### config.mk
export PLATFORM = sky130hd
export DESIGN_NAME = sd_sector_sched
export DESIGN_NICKNAME = d
export VERILOG_FILES = /design/src/rtl/sd_sector_sched_pkg.sv /design/src/rtl/sd_sector_sched_arb.sv /design/src/rtl/sd_sector_sched.sv
export SDC_FILE = /design/constraint.sdc
export NUM_CORES = 1
export LEC_CHECK = 0
export CAP_MARGIN = 30
export CORE_UTILIZATION = 30
export CTS_BUF_LIST = sky130_fd_sc_hd__clkbuf_4
export DETAILED_ROUTE_END_ITERATION = 16
export HOLD_SLACK_MARGIN = 0.1
export RECOVER_POWER = 50
export SYNTH_ARGS = -nofsm -noshare
export SYNTH_HDL_FRONTEND = slang
export SYNTH_SLANG_ARGS = --single-unit
### constraint.sdc
create_clock -name clk -period 7 [get_ports clk]
set_input_delay 1.05 -clock clk [delete_from_list [all_inputs] [get_ports clk]]
set_output_delay 1.05 -clock clk [all_outputs]
set_load 0.03 [all_outputs]
### src/rtl/sd_sector_sched_pkg.sv
// Shared types and defaults for the SD sector read scheduler.
package sd_sched_pkg;

  typedef enum logic [1:0] {
    ST_IDLE      = 2'd0,
    ST_ISSUE     = 2'd1,
    ST_WAIT_DONE = 2'd2,
    ST_RESP      = 2'd3
  } sd_state_e;

  localparam logic [23:0]  TIMEOUT_CYCLES_DEF = 24'd10_000_000;
  localparam int unsigned  MAX_RETRY_DEF      = 3;

  localparam int unsigned  ADDR_W  = 32;
  localparam int unsigned  CNT_W   = 8;
  localparam int unsigned  TMO_W   = 24;
  localparam int unsigned  RETRY_W = 8;

endpackage

### src/rtl/sd_sector_sched_arb.sv
// Round-robin grant: priority starts at the requester after 'last'.
module rr_arbiter #(
  parameter  int unsigned NUM_REQ = 2,
  localparam int unsigned IW      = $clog2(NUM_REQ)
) (
  input  logic [NUM_REQ-1:0] req,
  input  logic [IW-1:0]      last,
  output logic [NUM_REQ-1:0] grant
);

  logic w_found;

  // Scan requesters from last+1 upward (wrapping), first asserted one wins.
  always_comb begin
    grant   = '0;
    w_found = 1'b0;
    for (int unsigned off = 1; off <= NUM_REQ; off++) begin
      if (!w_found && req[IW'((32'(last) + off) % NUM_REQ)]) begin
        grant[IW'((32'(last) + off) % NUM_REQ)] = 1'b1;
        w_found = 1'b1;
      end
    end
  end

endmodule

### src/rtl/sd_sector_sched.sv
// Arbitrates burst read requests onto a single SD sector reader with retry and timeout.
module sd_sector_sched
  import sd_sched_pkg::*;
#(
  parameter int unsigned NUM_REQ        = 2,
  parameter logic [23:0] TIMEOUT_CYCLES = TIMEOUT_CYCLES_DEF,
  parameter int unsigned MAX_RETRY      = MAX_RETRY_DEF
) (
  input  logic                       clk,
  input  logic                       rst_n,
  input  logic [NUM_REQ-1:0]         req_valid,
  input  logic [NUM_REQ*32-1:0]      req_addr,
  input  logic [NUM_REQ*8-1:0]       req_count,
  output logic [NUM_REQ-1:0]         req_ready,
  output logic [31:0]                sd_addr_out,
  output logic                       sd_read_en_out,
  input  logic                       sd_done_in,
  input  logic                       sd_error_in,
  output logic                       sect_valid_out,
  output logic [7:0]                 sect_index_out,
  output logic [$clog2(NUM_REQ)-1:0] owner_out,
  output logic                       resp_valid_out,
  output logic                       resp_err_out,
  output logic                       busy_out
);

  localparam int unsigned OW = $clog2(NUM_REQ);

  sd_state_e            r_state, w_state_nxt;
  logic [OW-1:0]        r_owner, w_owner_nxt, r_last, w_last_nxt;
  logic [ADDR_W-1:0]    r_base, w_base_nxt, r_sd_addr, w_sd_addr_nxt;
  logic [CNT_W-1:0]     r_count, w_count_nxt, r_index, w_index_nxt;
  logic [CNT_W-1:0]     r_sect_index, w_sect_index_nxt;
  logic [RETRY_W-1:0]   r_retry, w_retry_nxt;
  logic [TMO_W-1:0]     r_tmo, w_tmo_nxt;
  logic                 r_err, w_err_nxt;
  logic                 r_sd_read_en, w_sd_read_en_nxt;
  logic                 r_sect_valid, w_sect_valid_nxt;
  logic                 r_resp_valid, w_resp_valid_nxt;
  logic                 r_resp_err, w_resp_err_nxt;
  logic                 r_busy, w_busy_nxt;

  logic [NUM_REQ-1:0]   w_grant;
  logic [OW-1:0]        w_sel_idx;
  logic [ADDR_W-1:0]    w_sel_addr;
  logic [CNT_W-1:0]     w_sel_cnt;
  logic                 w_tmo_hit;
  logic                 w_retry_ok;

  rr_arbiter #(.NUM_REQ(NUM_REQ)) u_arb (
    .req   (req_valid),
    .last  (r_last),
    .grant (w_grant)
  );

  // Ready is only offered while idle and out of reset.
  assign req_ready  = (rst_n && (r_state == ST_IDLE)) ? w_grant : '0;
  assign w_tmo_hit  = (r_tmo == (TIMEOUT_CYCLES - 24'd1));
  assign w_retry_ok = (r_retry < RETRY_W'(MAX_RETRY));

  // Mux the granted requester's address and count.
  always_comb begin
    w_sel_idx  = '0;
    w_sel_addr = '0;
    w_sel_cnt  = '0;
    for (int i = 0; i < NUM_REQ; i++) begin
      if (w_grant[i]) begin
        w_sel_idx  = OW'(i);
        w_sel_addr = req_addr[32*i +: 32];
        w_sel_cnt  = req_count[8*i +: 8];
      end
    end
  end

  // Next-state and next-output logic.
  always_comb begin
    w_state_nxt      = r_state;
    w_owner_nxt      = r_owner;
    w_last_nxt       = r_last;
    w_base_nxt       = r_base;
    w_count_nxt      = r_count;
    w_index_nxt      = r_index;
    w_retry_nxt      = r_retry;
    w_tmo_nxt        = r_tmo;
    w_err_nxt        = r_err;
    w_sect_valid_nxt = 1'b0;
    w_sect_index_nxt = r_sect_index;

    case (r_state)
      ST_IDLE: begin
        if (|w_grant) begin
          w_owner_nxt = w_sel_idx;
          w_base_nxt  = w_sel_addr;
          w_count_nxt = w_sel_cnt;
          w_index_nxt = '0;
          w_retry_nxt = '0;
          w_err_nxt   = 1'b0;
          w_state_nxt = (w_sel_cnt == '0) ? ST_RESP : ST_ISSUE;
        end
      end
      ST_ISSUE: begin
        w_tmo_nxt   = '0;
        w_state_nxt = ST_WAIT_DONE;
      end
      ST_WAIT_DONE: begin
        // Error beats done; done beats a simultaneous timeout.
        if (sd_error_in || (!sd_done_in && w_tmo_hit)) begin
          if (w_retry_ok) begin
            w_retry_nxt = r_retry + RETRY_W'(1);
            w_state_nxt = ST_ISSUE;
          end else begin
            w_err_nxt   = 1'b1;
            w_state_nxt = ST_RESP;
          end
        end else if (sd_done_in) begin
          w_sect_valid_nxt = 1'b1;
          w_sect_index_nxt = r_index;
          w_retry_nxt      = '0;
          w_index_nxt      = r_index + 8'd1;
          w_state_nxt      = ((r_index + 8'd1) == r_count) ? ST_RESP : ST_ISSUE;
        end else begin
          w_tmo_nxt = r_tmo + 24'd1;
        end
      end
      ST_RESP: begin
        w_last_nxt  = r_owner;
        w_state_nxt = ST_IDLE;
      end
      default: w_state_nxt = ST_IDLE;
    endcase

    w_sd_read_en_nxt = (w_state_nxt == ST_ISSUE);
    w_sd_addr_nxt    = w_base_nxt + ADDR_W'(w_index_nxt);
    w_resp_valid_nxt = (w_state_nxt == ST_RESP);
    w_resp_err_nxt   = (w_state_nxt == ST_RESP) && w_err_nxt;
    w_busy_nxt       = (w_state_nxt != ST_IDLE);
  end

  // State, counters and registered outputs.
  always_ff @(posedge clk or negedge rst_n) begin
    if (!rst_n) begin
      r_state      <= ST_IDLE;
      r_owner      <= '0;
      r_last       <= OW'(NUM_REQ - 1);
      r_base       <= '0;
      r_count      <= '0;
      r_index      <= '0;
      r_retry      <= '0;
      r_tmo        <= '0;
      r_err        <= 1'b0;
      r_sd_addr    <= '0;
      r_sd_read_en <= 1'b0;
      r_sect_valid <= 1'b0;
      r_sect_index <= '0;
      r_resp_valid <= 1'b0;
      r_resp_err   <= 1'b0;
      r_busy       <= 1'b0;
    end else begin
      r_state      <= w_state_nxt;
      r_owner      <= w_owner_nxt;
      r_last       <= w_last_nxt;
      r_base       <= w_base_nxt;
      r_count      <= w_count_nxt;
      r_index      <= w_index_nxt;
      r_retry      <= w_retry_nxt;
      r_tmo        <= w_tmo_nxt;
      r_err        <= w_err_nxt;
      r_sd_addr    <= w_sd_addr_nxt;
      r_sd_read_en <= w_sd_read_en_nxt;
      r_sect_valid <= w_sect_valid_nxt;
      r_sect_index <= w_sect_index_nxt;
      r_resp_valid <= w_resp_valid_nxt;
      r_resp_err   <= w_resp_err_nxt;
      r_busy       <= w_busy_nxt;
    end
  end

  assign sd_addr_out    = r_sd_addr;
  assign sd_read_en_out = r_sd_read_en;
  assign sect_valid_out = r_sect_valid;
  assign sect_index_out = r_sect_index;
  assign owner_out      = r_owner;
  assign resp_valid_out = r_resp_valid;
  assign resp_err_out   = r_resp_err;
  assign busy_out       = r_busy;

endmodule

After elaboration in Yosys (flattened, before gate mapping):

Cells that the tools add are included.

* bitwise operators: 2
* mux-type cells: 45
* order comparisons: 5
* reduce and logical (&&, ||, !) cells: 19
* $add $sub $neg: 6
* equality and inequality tests: 12

Operators with widths (count)
* $mux 32: 4
* $mux 8: 9
* $mux 24: 2
* $pmux 24 s2: 1
* $add 32x8->32: 1
* $pmux 8 s2: 2
* $add 24x1->24 const B: 1
* $eq 24x24->1 const B: 1
* $mux 2: 9
* $add 8x1->8 const B: 2
* $mux 1: 14
* $eq 8x8->1: 1
* $logic_not 8->1: 1
* $lt 8x2->1 const B: 1
* $pmux 2 s4: 1
* $eq 2x2->1 const B: 3
* $logic_and 1x1->1: 6
* $ne 3x3->1 const B: 2
* $reduce_and 3->1: 2
* $reduce_bool 2->1: 3
* $eq 2x1->1 const B: 2
* $lt 1x2->1 const B: 2
* $ne 2x2->1 const B: 2
* $reduce_and 4->1: 1
* other kinds (12): 16

* word-level logic and storage cells: 105
* bits in registers: 130

Longest topological paths before layout:

* depth in word-level cells: 16
* gate-level depth with buffers: 18
* mapped depth without buffers: 16

Cells and area by module:

Synthesis repeated with hierarchy kept, for this count alone.

* cells, all modules: 700
* area total of the unflattened synthesis: 6805.3 um^2

By module, submodules not included
* sd_sector_sched: times used 1, cells each 697, seq. area each 3254.4 um^2, area an instance 6786.5 um^2
* rr_arbiter: times used 1, cells each 3, seq. area each 0.0 um^2, area an instance 18.8 um^2

Least setup slack after synthesis:

No wires, ideal clock.

* kind: input port to flip-flop
* from: input req_valid[0]
* to: register r_sd_addr[20] (netlist: sd_addr_out[20])
* setup time: 0.079 ns
* setup slack: 2.564 ns
* cell stages on the path: 17
* data arrival time: 4.357 ns
* path buffers: 3
* path through: or2_1 > nand2_1 > buf_2 > buf_2 > buf_1 > a222oi_1 > inv_1 > ha_1 > inv_1 > fa_1 > nand2b_1 > a21oi_1 > a211oi_1 > o21ai_1 > nand3_1 > nor4b_1 > xor2_1

* cells in the longest elaborated chain, start to end: 11
* elaborated cells between the ends (all ways): 18

RTL lines
* from (decl): RTL line sd_sector_sched.sv:11 `input logic [NUM_REQ-1:0] req_valid,`
* $mux 1 (not written as such) (2 in series): RTL line sd_sector_sched_arb.sv:18 `if (!w_found && req[IW'((32'(last) + off) % NUM_REQ)]) begin`
* $mux 1: RTL line sd_sector_sched_arb.sv:18
* $logic_not 1->1: RTL line sd_sector_sched_arb.sv:18
* $logic_and 1x1->1: RTL line sd_sector_sched_arb.sv:18
* $mux 2 *: RTL line sd_sector_sched_arb.sv:18
* $mux 32 (2 in series): RTL line sd_sector_sched.sv:67 `if (w_grant[i]) begin`
* $mux 32 *: RTL line sd_sector_sched.sv:91 `if (|w_grant) begin`
* $mux 32 *: RTL line sd_sector_sched.sv:89 `case (r_state)`
* via w_base_nxt[0]: RTL line sd_sector_sched.sv:31 `logic [ADDR_W-1:0] r_base, w_base_nxt, r_sd_addr, w_sd_addr_nxt;`
* $add 32x8->32 *: RTL line sd_sector_sched.sv:133 `w_sd_addr_nxt = w_base_nxt + ADDR_W'(w_index_nxt);`
* via w_sd_addr_nxt[20]: RTL line sd_sector_sched.sv:31
* to (signal assigned): RTL line sd_sector_sched.sv:168 `r_sd_addr <= w_sd_addr_nxt;`
* to (decl): RTL line sd_sector_sched.sv:31

The timed path passes the listed nets; every way through them passes the cells marked *. The select of a mux whose other input is x is not followed.
A chain may end at the register's enable or synchronous reset.

Worst setup path in the final report:

* from: input req_valid[1]
* to: register r_sd_addr[20] (netlist: sd_addr_out[20])

Same word-level chain as after synthesis.

==> run summary <==
Overflow after GRT: 0
Fin. Hold Viols: 0
Endpoint arrival time on the critical path: 6.22 ns
# DRC: 0
Warnings, synthesis: 0
Syn nets: 698
IO Pins: 134
Crit-path max FO: 15
Register area share after synthesis: 52.7%
Minimum clock period: 5.74 ns
Critical path class: in -> reg
Clock-pin slew on the worst setup and hold paths: 0.13 ns
Cell family with most CP delay: compound AO/OA/AOI/OAI gates
Worst slew pin tran: 3.07 ns
Initial Utilization: 30.6%
Routed vias/inst: 5.01
CTS Hold Buffers Added: 0
Share of synthesized flip-flops with an asynchronous set or reset: 100%
Routed WL: 17.1 mm
Worst reg-to-reg setup slack: 1.97 ns
Bufs on Longest Clock Path: 2
Slowest-stage cell, CP: a21boi_0
Leading post-synthesis cells by cell area: dfrtp_1 (52%), nand2_1 (5.2%), xnor2_1 (4.7%), o21ai_0 (2.4%), ha_1 (2.2%)
Worst path cell trace: dlygate4sd3_1 > a21boi_0 > buf_4 > mux2i_1 > nand2_1 > o21a_1 > inv_1 > fa_1 > nand2b_1 > a21oi_1 > a211oi_1 > o21ai_1 > nand3_1 > nor4b_1 > xor2_1
Max-slew headroom: -105%
Synthesis-to-finish area growth: 30.3%
Maxcap violations: 3
Die W: 145 um
Max stage delay on crit path: 1.47 ns
Die footprint: 21,200 sq um
Largest net degree at the start of global routing: 63
Via count: 5,112
Hold depth: 2
Core Rows: 52
Hold EP: sect_index_out[5]
Skew-Pair Late Insertion Delay: 0.56 ns
# fillers: 2,031
Vias in the first global route: 4,957
Drt initial violations: 321
Most common cell in the netlist: dfrtp_1
Yosys reg bits: 130
Failing checks: capacitance limit, slew limit
Synth Flop Type: dfrtp_1
PwrDens: 367 nW/um^2
R2R Path End: sd_addr_out[20]
Max VDD drop: 183 uV
Initial antenna violation count: 2
Netlist cell types: 57
Area of the multi-input gates: 2720 sq um
Final setup fails: 0
EDFF count, synth: 0
PnR worst setup slack: 1.26 ns
Post-synth design cell area: 6170 sq um
Leak: 0.00345 uW
CTS sink count: 130
Post-CTS Setup Inserts: 0
Hold Crit Class: reg -> reg
Crit share post-route: 82.0%
Die Span Y: 145 um
Synth cell count leaders: dfrtp_1 (129), nand2_1 (85), nor2_1 (35), xnor2_1 (33), o21ai_0 (30)
Setup repair after global routing missed its margin: false
Critical path launch point type: primary input
Min-delay src: sect_index_out[5]
Mean routed wirelength per cell: 16.7 um
Placed insts: 987
Total CTS buffers: 17
Reg2Reg Launch Point: r_state[1]
Overall Global Routing Usage: 16.7%
WP buf/inv: 3
Status: finished with violations
Htree depth: 4
Final clock skew: 0.0243 ns
Area leader, netlist: dfrtp_1
First-pass GRT wire length: 27.4 mm
Total Nets Final: 834
Placer Congestion: 0.840
Syn Inst Count: 600
Fmax: 174 MHz
Cells on worst reg2reg path: 12
Clock Root Buffer: clkbuf_4
Core area: 20,200 sq um
Final Max Tran Viols: 136
Final core occ: 39.9%
Post-DP HPWL: 12.6 mm
Synth top area share: 52.3%
I/O Buffers: 133
DP Worst Slack: 1.62 ns
Fin cells: 1,020
WP data required: 7.48 ns
Syn Area/Cell: 10.3 sq um
Setup TNS: 0 ns
Register Area: 3250 sq um
CTS tree: done
Post-CTS Resized: 0
First drt pass iteration count: 5
Share of layout cells above drive strength 1: 6.41%
CP endpoint kind: flip-flop
Post-route ant nets: 0
==> worst reg2reg max path, cell delays in order, from the launching register on <==
cell and delay (ns):
dfrtp_1 0.56, nor2_1 0.98, nand2_1 0.67, a222oi_1 0.51
inv_1 0.15, ha_1 0.39, o211ai_1 0.10, a21oi_1 0.13
a211oi_1 0.09, o21ai_1 0.42, nand3_1 0.36, nor4b_1 0.43
xor2_1 0.19
==> stage by stage <==
stage | power (uW) | area, sq um | hold slack (ns)
final | 2950 | 8040 | 0.495
after global routing | 3130 | 8040 | 0.524
after CTS | 2980 | 8090 | 0.433
after detailed placement | 2460 | 7810 | 0.473
after global placement | 2460 | 7780 | 0.469
after floorplan | 1940 | 6170 | 0.449
==> metal layers <==
metal	up-vias	global-route usage, %	wire length [um]
li1	2441	-	-
met1	2479	23.6	8190
met2	164	25.0	7660
met3	26	4.48	932
met4	2	4.95	274
met5	-	0	13
==> registers in the layout, summed over array words and instances (netlist names), 2 cells and up <==
| signal | flops |
|---|---|
| r_retry | 8 |
| r_base | 32 |
| r_tmo | 24 |
| sd_addr_out | 32 |
| r_state | 2 |
| sect_index_out | 8 |
| r_count | 8 |
| r_index | 8 |
==> cells in the final DEF, fill, tap and decap left out, types with 7 or more instances in the layout <==
master,count
clkdlybuf4s50_1,130
dfrtp_1,129
nand2_1,85
nor2_1,36
xnor2_1,33
o21ai_0,30
nand3_1,23
inv_1,22
and3_1,20
clkbuf_4,18
a221oi_1,14
xor2_1,14
nand4_1,12
o31ai_1,11
ha_1,11
a21oi_1,10
nor3_1,10
nor4_1,10
a221o_1,9
a22oi_1,8
mux2i_1,8
inv_6,8
a222oi_1,7
and2_1,7
==> worst max-delay path by stage <==
| stage | startpoint | endpoint | slack (ns) | cells after the start |
|---|---|---|---|---|
| after floorplan | req_valid[0] | sd_addr_out[20] | 2.56 | 17 |
| after global placement | sd_done_in | sd_addr_out[20] | 1.76 | 13 |
| after detailed placement | sd_done_in | sd_addr_out[20] | 1.62 | 13 |
| after CTS | sd_done_in | sd_addr_out[20] | 2.20 | 13 |
| after global routing | req_valid[1] | sd_addr_out[30] | 0.95 | 15 |
| final | req_valid[1] | sd_addr_out[20] | 1.26 | 15 |
==> logic make-up (layout without fill, tap and decap cells) <==
family          after synthesis  in the layout  share of synthesized area [%]
xor+xnor                     47             47                           6.67
simple gates                239            239                           19.5
fa+ha+maj                    12             12                           2.55
mux                           8              8                           1.30
other cells                   0              1                              0
flops                       130            130                           52.7
buf+inv                      46            195                           3.08
compound gates              118            118                           14.2
==> layout make-up <==
class / count / share of cell area, %
Antenna cell: 1 / 0.0311
Clock buffer: 18 / 1.68
Clock inverter: 14 / 1.79
Inverter: 24 / 1.12
Multi-Input combinational cell: 424 / 33.8
Sequential cell: 130 / 40.5
Tap cell: 270 / 4.20
Timing Repair Buffer: 139 / 17.0
==> where the power goes <==
| part | internal, uW | total, uW | leakage (uW) | switching [uW] |
|---|---|---|---|---|
| clock | 192 | 513 | 0.000148 | 321 |
| combinational | 510 | 1320 | 0.00162 | 808 |
| sequential | 990 | 1120 | 0.00167 | 132 |
No activity file was read; power rests on OpenSTA's default activity.
